**config.mk**
```make
export PLATFORM = sky130hd
export DESIGN_NAME = alu_muldiv_unit
export DESIGN_NICKNAME = d
export VERILOG_FILES = /design/src/rtl/riscv_m_pkg.sv /design/src/rtl/muldiv_signfix.sv /design/src/rtl/alu_muldiv_unit.sv
export SDC_FILE = /design/constraint.sdc
export NUM_CORES = 1
export LEC_CHECK = 0
export BUFFER_PORTS_ARGS = -buffer_cell sky130_fd_sc_hd__buf_4
export CAP_MARGIN = 30
export CORE_UTILIZATION = 35
export CTS_CLUSTER_SIZE = 14
export DETAILED_ROUTE_END_ITERATION = 10
export PLACE_DENSITY = 0.59
export SYNTH_ARGS = -nofsm -noshare
export SYNTH_HDL_FRONTEND = slang
export SYNTH_SLANG_ARGS = --single-unit
```
**constraint.sdc**
```tcl
create_clock -name clk -period 7.8 [get_ports clk]
set_clock_uncertainty 0.1 [all_clocks]
set_input_delay 1.17 -clock clk [delete_from_list [all_inputs] [get_ports clk]]
set_output_delay 1.17 -clock clk [all_outputs]
set_load 0.005 [all_outputs]
```
**src/rtl/riscv_m_pkg.sv**
```systemverilog
// Shared definitions for the M-extension multiply/divide unit: funct3 op codes,
// FSM state encoding and small decode helpers.
package riscv_m_pkg;

    localparam logic [2:0] F3_MUL    = 3'b000;
    localparam logic [2:0] F3_MULH   = 3'b001;
    localparam logic [2:0] F3_MULHSU = 3'b010;
    localparam logic [2:0] F3_MULHU  = 3'b011;
    localparam logic [2:0] F3_DIV    = 3'b100;
    localparam logic [2:0] F3_DIVU   = 3'b101;
    localparam logic [2:0] F3_REM    = 3'b110;
    localparam logic [2:0] F3_REMU   = 3'b111;

    localparam logic [1:0] ST_IDLE = 2'd0;
    localparam logic [1:0] ST_RUN  = 2'd1;
    localparam logic [1:0] ST_DONE = 2'd2;

    function automatic logic is_div(input logic [2:0] f3);
        return f3[2];
    endfunction

    function automatic logic is_rem(input logic [2:0] f3);
        return f3[2] & f3[1];
    endfunction

    // rs1 is unsigned only for MULHU/DIVU/REMU; rs2 additionally unsigned for MULHSU
    function automatic logic is_signed_a(input logic [2:0] f3);
        return (f3 != F3_MULHU) && (f3 != F3_DIVU) && (f3 != F3_REMU);
    endfunction

    function automatic logic is_signed_b(input logic [2:0] f3);
        return is_signed_a(f3) && (f3 != F3_MULHSU);
    endfunction

endpackage

```
**src/rtl/muldiv_signfix.sv**
```systemverilog
// Two's-complement conditional negate; gives |x| when neg_i is the sign bit,
// or applies the final result sign.
module muldiv_signfix #(
    parameter int WIDTH = 32
) (
    input  logic [WIDTH-1:0] val_i,
    input  logic             neg_i,
    output logic [WIDTH-1:0] res_o
);

    assign res_o = neg_i ? (~val_i + WIDTH'(1)) : val_i;

endmodule

```
**src/rtl/alu_muldiv_unit.sv**
```systemverilog
// Iterative RV32M/RV64M multiply/divide unit: shift-add multiply and restoring
// divide over WIDTH cycles, sharing one 2*WIDTH accumulator.
module alu_muldiv_unit
    import riscv_m_pkg::*;
#(
    parameter int WIDTH = 32
) (
    input  logic             clk,
    input  logic             reset,
    input  logic             Start,
    input  logic [2:0]       funct3,
    input  logic [WIDTH-1:0] SrcA,
    input  logic [WIDTH-1:0] SrcB,
    input  logic             Flush,
    output logic             Busy,
    output logic             Done,
    output logic [WIDTH-1:0] Result,
    output logic [1:0]       dbg_state_o
);

    // Handshake: Start is taken on an edge where the unit is IDLE or DONE and
    // Flush is low; Busy is high while iterating; Done pulses with Result valid,
    // and a Start seen during that Done cycle issues the next op back-to-back.

    localparam int CNT_W = $clog2(WIDTH) + 1;
    localparam logic [WIDTH-1:0] MIN_INT  = {1'b1, {(WIDTH-1){1'b0}}};
    localparam logic [WIDTH-1:0] ALL_ONES = {WIDTH{1'b1}};

    logic [1:0]         state_q, state_d;
    logic [CNT_W-1:0]   cnt_q, cnt_d;
    logic [2*WIDTH-1:0] acc_q, acc_d;
    logic [WIDTH-1:0]   mag_b_q, mag_b_d;
    logic [2:0]         f3_q, f3_d;
    logic               neg_q, neg_d;
    logic [WIDTH-1:0]   result_q, result_d;

    logic             sign_a, sign_b;
    logic [WIDTH-1:0] mag_a, mag_b;
    logic             div_by_zero, div_ovf, special;
    logic [WIDTH-1:0] special_res;
    logic             new_neg;

    assign sign_a = is_signed_a(funct3) & SrcA[WIDTH-1];
    assign sign_b = is_signed_b(funct3) & SrcB[WIDTH-1];

    muldiv_signfix #(.WIDTH(WIDTH)) u_abs_a (
        .val_i (SrcA),
        .neg_i (sign_a),
        .res_o (mag_a)
    );

    muldiv_signfix #(.WIDTH(WIDTH)) u_abs_b (
        .val_i (SrcB),
        .neg_i (sign_b),
        .res_o (mag_b)
    );

    assign div_by_zero = is_div(funct3) && (SrcB == {WIDTH{1'b0}});
    assign div_ovf     = ((funct3 == F3_DIV) || (funct3 == F3_REM)) &&
                         (SrcA == MIN_INT) && (SrcB == ALL_ONES);
    assign special     = div_by_zero | div_ovf;

    always_comb begin
        special_res = {WIDTH{1'b0}};
        if (div_by_zero)
            special_res = is_rem(funct3) ? SrcA : ALL_ONES;
        else
            special_res = is_rem(funct3) ? {WIDTH{1'b0}} : MIN_INT;
    end

    // Remainder takes the dividend's sign; product and quotient take signA ^ signB
    assign new_neg = (is_div(funct3) && is_rem(funct3)) ? sign_a : (sign_a ^ sign_b);

    // Multiply step: multiplier sits in the low half and shifts out as the
    // partial product shifts in from the top.
    logic [WIDTH:0]     mul_sum;
    logic [2*WIDTH-1:0] mul_next;

    assign mul_sum  = {1'b0, acc_q[2*WIDTH-1:WIDTH]} +
                      (acc_q[0] ? {1'b0, mag_b_q} : {(WIDTH+1){1'b0}});
    assign mul_next = {mul_sum, acc_q[WIDTH-1:1]};

    // Divide step: {remainder, dividend/quotient} shifts left one bit per cycle.
    logic [WIDTH:0]     div_trial;
    logic               div_ok;
    logic [2*WIDTH-1:0] div_next;

    assign div_trial = acc_q[2*WIDTH-1:WIDTH-1] - {1'b0, mag_b_q};
    assign div_ok    = ~div_trial[WIDTH];
    assign div_next  = {div_ok ? div_trial[WIDTH-1:0] : acc_q[2*WIDTH-2:WIDTH-1],
                        acc_q[WIDTH-2:0], div_ok};

    logic [2*WIDTH-1:0] fix_in, fix_out;
    logic [WIDTH-1:0]   final_res;

    always_comb begin
        fix_in = acc_q;
        if (is_div(f3_q))
            fix_in = {{WIDTH{1'b0}},
                      is_rem(f3_q) ? acc_q[2*WIDTH-1:WIDTH] : acc_q[WIDTH-1:0]};
    end

    muldiv_signfix #(.WIDTH(2*WIDTH)) u_fix (
        .val_i (fix_in),
        .neg_i (neg_q),
        .res_o (fix_out)
    );

    assign final_res = ((f3_q == F3_MUL) || is_div(f3_q)) ? fix_out[WIDTH-1:0]
                                                          : fix_out[2*WIDTH-1:WIDTH];

    always_comb begin
        state_d  = state_q;
        cnt_d    = cnt_q;
        acc_d    = acc_q;
        mag_b_d  = mag_b_q;
        f3_d     = f3_q;
        neg_d    = neg_q;
        result_d = result_q;
        if (Flush) begin
            state_d = ST_IDLE;
        end else begin
            case (state_q)
                ST_IDLE, ST_DONE: begin
                    if (Start) begin
                        f3_d    = funct3;
                        neg_d   = new_neg;
                        cnt_d   = {CNT_W{1'b0}};
                        mag_b_d = mag_b;
                        acc_d   = {{WIDTH{1'b0}}, mag_a};
                        if (special) begin
                            state_d  = ST_DONE;
                            result_d = special_res;
                        end else begin
                            state_d  = ST_RUN;
                        end
                    end else begin
                        state_d = ST_IDLE;
                    end
                end
                ST_RUN: begin
                    // One extra cycle after the last iteration applies the sign
                    if (cnt_q == CNT_W'(WIDTH)) begin
                        result_d = final_res;
                        state_d  = ST_DONE;
                    end else begin
                        acc_d = is_div(f3_q) ? div_next : mul_next;
                        cnt_d = cnt_q + CNT_W'(1);
                    end
                end
                default: state_d = ST_IDLE;
            endcase
        end
    end

    always_ff @(posedge clk) begin
        if (reset) begin
            state_q  <= ST_IDLE;
            cnt_q    <= {CNT_W{1'b0}};
            acc_q    <= {(2*WIDTH){1'b0}};
            mag_b_q  <= {WIDTH{1'b0}};
            f3_q     <= 3'b000;
            neg_q    <= 1'b0;
            result_q <= {WIDTH{1'b0}};
        end else begin
            state_q  <= state_d;
            cnt_q    <= cnt_d;
            acc_q    <= acc_d;
            mag_b_q  <= mag_b_d;
            f3_q     <= f3_d;
            neg_q    <= neg_d;
            result_q <= result_d;
        end
    end

    assign Busy        = (state_q == ST_RUN);
    assign Done        = (state_q == ST_DONE);
    assign Result      = result_q;
    assign dbg_state_o = state_q;

endmodule
```
After elaboration in Yosys (flattened, before gate mapping) --
Cells that the tools add are included.
Storage, ports and cells: bits in registers 140, bits of input ports 71, output and inout port bits 36, logic and storage cells 84
Cells by class: $add $sub $neg 6, equal/unequal tests 15, muxes and demuxes 27, bitwise gates (word level) 11, reduce and logical (&&, ||, !) cells 18
Operators with widths (number):
- $mux 32 | 12
- $mux 64 | 5
- $pmux 64 s2 | 1
- $add 32x1->32 const B | 2
- $add 64x1->64 const B | 1
- $eq 32x32->1 const B | 2
- $not 32->32 | 2
- $not 64->64 | 1
- $pmux 32 s2 | 1
- $add 32x32->33 | 1
- $sub 33x32->33 | 1
- $logic_not 32->1 | 1
- $mux 6 | 2
- $pmux 6 s2 | 1
- $logic_and 1x1->1 | 7
- $add 6x1->6 const B | 1
- $eq 3x3->1 const B | 2
- $eq 6x6->1 const B | 1
- $mux 2 | 3
- $ne 2x2->1 const B | 3
- $ne 3x2->1 const B | 2
- $ne 3x3->1 const B | 2
- $reduce_and 5->1 | 1
- $and 1x1->1 | 4
- 15 further kinds | 18

Depth between registers and ports, before layout --
depth after elaboration 9, gate-level depth with buffers 17, gate-level depth less buffers 13

Modules after synthesis --
A second synthesis with hierarchy kept.
Second synthesis, totals: cell total of the unflattened synthesis 1969, area, all modules 14776.7 um^2
By module, submodules not included:
- alu_muldiv_unit | times used 1, cells an instance 1565, area each 11573.6 um^2, seq. area each 2802.7 um^2
- muldiv_signfix (u_fix) | times used 1, cells an instance 206, area each 1649.1 um^2, seq. area each 0.0 um^2
- muldiv_signfix (u_abs_a ...) | times used 2, cells an instance 99, area each 777.0 um^2, seq. area each 0.0 um^2

Least setup slack after synthesis --
Ideal clock, no wire load.
kind flip-flop to flip-flop, start point reg f3_q[2], end point reg result_q[6] (netlist: Result[6]), library setup time 78 ps, arrival 4002 ps, data required time 7622 ps, slack 3620 ps, cell stages (with the launch flop) 17, path buffers 4, clock period less this slack 4180 ps, cell sequence dfxtp_1 and2_1 buf_2 buf_1 clkbuf_1 mux2i_1 ha_1 inv_1 a211oi_1 nand4b_1 a2111o_1 buf_2 nor3_1 nand2_1 a2111oi_0 a2111oi_0 nor3_1
Between the ends: word-level cells in the longest chain between the ends 9
Ends and longest elaborated chain:
- start, declared | RTL line alu_muldiv_unit.sv:33 | logic [2:0] f3_q, f3_d;
- start signal, assigned | RTL line alu_muldiv_unit.sv:162 | f3_q <= 3'b000;
- start signal, assigned | RTL line alu_muldiv_unit.sv:170 | f3_q <= f3_d;
- $and 1x1->1 | RTL line riscv_m_pkg.sv:23 | return f3[2] & f3[1];
- $mux 32 | RTL line alu_muldiv_unit.sv:100 | is_rem(f3_q) ? acc_q[2*WIDTH-1:WIDTH] : acc_q[WIDTH-1:0]};
- $mux 64 | RTL line alu_muldiv_unit.sv:98 | if (is_div(f3_q))
- $not 64->64 | RTL line muldiv_signfix.sv:11 | assign res_o = neg_i ? (~val_i + WIDTH'(1)) : val_i;
- $add 64x1->64 | RTL line muldiv_signfix.sv:11
- $mux 64 | RTL line muldiv_signfix.sv:11
- $mux 32 (*) | RTL line alu_muldiv_unit.sv:109 | assign final_res = ((f3_q == F3_MUL) || is_div(f3_q)) ? fix_out[WIDTH-1:0]
- $mux 32 (*) | RTL line alu_muldiv_unit.sv:143 | if (cnt_q == CNT_W'(WIDTH)) begin
- $pmux 32 s2 (*) | RTL line alu_muldiv_unit.sv:123 | case (state_q)
- end signal, assigned | RTL line alu_muldiv_unit.sv:164 | result_q <= {WIDTH{1'b0}};
- end signal, assigned | RTL line alu_muldiv_unit.sv:172 | result_q <= result_d;
- end, declared | RTL line alu_muldiv_unit.sv:35 | logic [WIDTH-1:0] result_q, result_d;
Mark *: on every way between the ends. The rest lies on a longest branch, timed or not. The select of a mux whose other input is x is not followed. A chain may end at the register's enable or synchronous reset.

Worst setup path after layout --
start point reg f3_q[2], end point reg result_q[7] (netlist: Result[7])
The elaborated chain is that of the path after synthesis.

==> reports/metrics.yaml <==
floorplan:
  die_h_um: 203.5
  core_area_sq_um: 39910
  fp-row-count: 73
  die_w_um: 203.5
  start_util_pct: 35.61
  dieArea_sq_um: 41420
  top_level_ports: 107
setup_path:
  cp-start-kind: "flip-flop"
  criticalPathCategory: "reg2reg"
  critPathArrivalTime_ps: 5380
  cp_top_family: "simple AND/OR/NAND/NOR gates"
  crit_slowest_cell: "dfxtp_4"
  path_common_cell: "buf_4"
  crit_chain: "buf_4 -> buf_4 -> nor4bb_1 -> o221ai_1 -> or2_2 -> or3_1 -> nor4_1 -> mux2i_1 -> o211ai_1 -> nand2_1 -> a311oi_1"
  cp-end-kind: "flip-flop"
  worstPathRequired_ps: 8080
  cpPeakStageDelay_ps: 740
  cp_max_fo: 52
  critPathBufInv: 2
synthesis:
  yosys_warnings: 0
  syn-cell-area_sq_um: 14210
  ys_seq_area_share_pct: 19.72
  synth_area_per_cell_sq_um: 7.208
  synth-edff-count: 0
  synth_cell_type_count: 86
  netlist_instances: 1972
  async_flop_share_pct: 0
  synth-seq-cells: 140
  synth_fp_nets: 2115
  synth_flop_cell: "dfxtp_1"
place:
  port_buffers: 106
  dp_hpwl_mm: 42.47
  dp.cells: 2493
  gp_congestion: 1.050
  dp_slack_ps: 2808
global_route:
  grt_antenna_before_repair: 1
  grt_usage_pct: 27.22
  grt_max_degree: 66
  grt_pass1_wl_mm: 86.66
  grt_pass1_vias: 14530
  grt-ovfl-total: 0
run:
  cap_violations: 0
timing:
  rsz0062_at_grt: "no"
  finalMaxSlewViolations: 0
  setup_viol_count_final: 0
  maxSlewHeadroom_pct: 28.93
  finalHoldViolations: 0
  period_needed_ps: 5104
  finalWorstSetupSlack_ps: 2696
  final.setup.tns_ps: 0
  max_freq_mhz: 195.9
  worst_slew_pin_slew_ps: 1052
  period_share_pct: 65.43
layout:
  seqCellArea_sq_um: 2808
  instances_no_fill: 2525
  final_cell_mix: "nor2_1 (180), nand2_1 (176), a21oi_1 (160), dfxtp_1 (138)"
  layout-drive-gt1-share_pct: 10.05
  diodes: 0
  layout_commonest_cell: "nor2_1"
  multiInputGateArea_sq_um: 10640
  post-route-util_pct: 40.10
  fill_cells: 4130
  areaGrowthSynthToFinish_pct: 12.60
  finalNetCount: 2130
pwr:
  power_density_nw_per_um2: 145.9
  total_power_mw: 2.335
  p_leak_nw: 6.226
  vdd_ir_drop_max_mv: 0.1569
cts:
  cts_buffers: 17
  cts_hold_buf: 0
  clock_latency_ps: 470
  cts_max_path_buffers: 2
  cts_sinks: 140
  cts_root_buf: "clkbuf_16"
  cts_setup_buffers: 0
  htreeDepth: 4
  clkSlewWorstSetupHoldPaths_ps: 70
  cts_tree: "yes"
  post_cts_resized: 0
routing:
  wire_per_inst_um: 22.48
  num_vias: 15650
  firstDrtPassIters: 6
  drt-initial-drc-count: 1625
  viasPerCell: 6.198
  wl_mm: 56.76
  drcViolationCount: 0
  antenna_left: 0
worst_hold_path:
  hp-class: "reg2reg"
status:
  status: "completed"
## cell usage after synthesis (all sizes together), types with 34 or more instances
| cell | number | area share, % |
|---|---|---|
| ha | 70 | 6.2 |
| dfxtp | 140 | 20 |
| mux2i | 72 | 5.1 |
| a21oi | 162 | 5.7 |
| xor2 | 73 | 4.5 |
| a21o | 36 | 1.9 |
| nand2 | 177 | 4.7 |
| xnor2 | 75 | 4.6 |
| nor3 | 64 | 2.3 |
| o211ai | 54 | 2.9 |
| and2 | 42 | 1.8 |
| nor2 | 181 | 4.8 |
| o21ai | 148 | 5.2 |
| clkbuf | 112 | 3.0 |
| a211oi | 34 | 1.8 |
| nand3 | 38 | 1.3 |
| inv | 63 | 1.7 |
| o22ai | 37 | 1.6 |
## per-stage QoR
stage | instance area (sq um) | hold slack [ps]
2_1_floorplan | 14210 | 342.6
6_report | 16010 | 382.7
5_1_grt | 16010 | 413.4
3_5_place_dp | 15360 | 371.2
3_3_place_gp | 15350 | 360.6
4_1_cts | 16010 | 381.3
## kinds of logic after synthesis
logic type                 count (synthesis)  share of synthesized area, %
AOI/OAI and AO/OA                        668                         30.51
xor gates and xnor gates                 148                         9.119
adders and majority gates                 72                         6.443
buffers and inverters                    202                         5.633
DFF                                      140                         19.72
muxes                                     79                         5.625
and+or+nand+nor                          663                         22.96
## path summary, 6_finish.rpt
kind / from / end / cells past startpoint / slack [ps]
worst max-delay path: f3_q[2]$_SDFFE_PP0P_ / Result[7]$_SDFFE_PP0P_ / 11 / 2700
worst min-delay path: Result[22]$_SDFFE_PP0P_ / Result[22]$_SDFFE_PP0P_ / 2 / 380
worst min register to register: Result[22]$_SDFFE_PP0P_ / Result[22]$_SDFFE_PP0P_ / 2 / 380
worst max register to register: f3_q[2]$_SDFFE_PP0P_ / Result[7]$_SDFFE_PP0P_ / 11 / 2700
## where the power goes
group	switching, mW	leakage, nW	internal [mW]
clock network	0.384	0.309	0.550
registers	0.0365	1.14	0.738
logic	0.395	4.78	0.232
total	0.815	6.23	1.52
## cell type report
class / instances / share of cell area [%]
Inverter: 64 / 1.501
Clock inverter: 14 / 1.282
Timing Repair Buffer: 134 / 6.332
Tap cell: 525 / 4.104
Clock buffer: 18 / 2.744
Sequential cell: 140 / 17.54
Multi-Input combinational cell: 1630 / 66.50
## sequential cells by signal, summed over array words and instances, names as in the netlist
register     count
neg_q            1
Result          32
acc_q           64
cnt_q            6
f3_q             3
mag_b_q         32
dbg_state_o      2
## worst min-delay path, cell delays in order (launching register included)
cell and delay (ps):
dfxtp_1 330, nand2_1 60, a21oi_1 50
## routing by layer
layer,routed length [um],vias up,global-route usage [%],share of wire (%)
met3,5183,154,6.168,9.1
met2,24980,798,42.77,44
met4,2141,0,11.22,3.8
li1,-,7319,-,-
met5,0,-,0,0
met1,24460,7380,35.71,43
No activity file was read; power rests on OpenSTA's default activity.
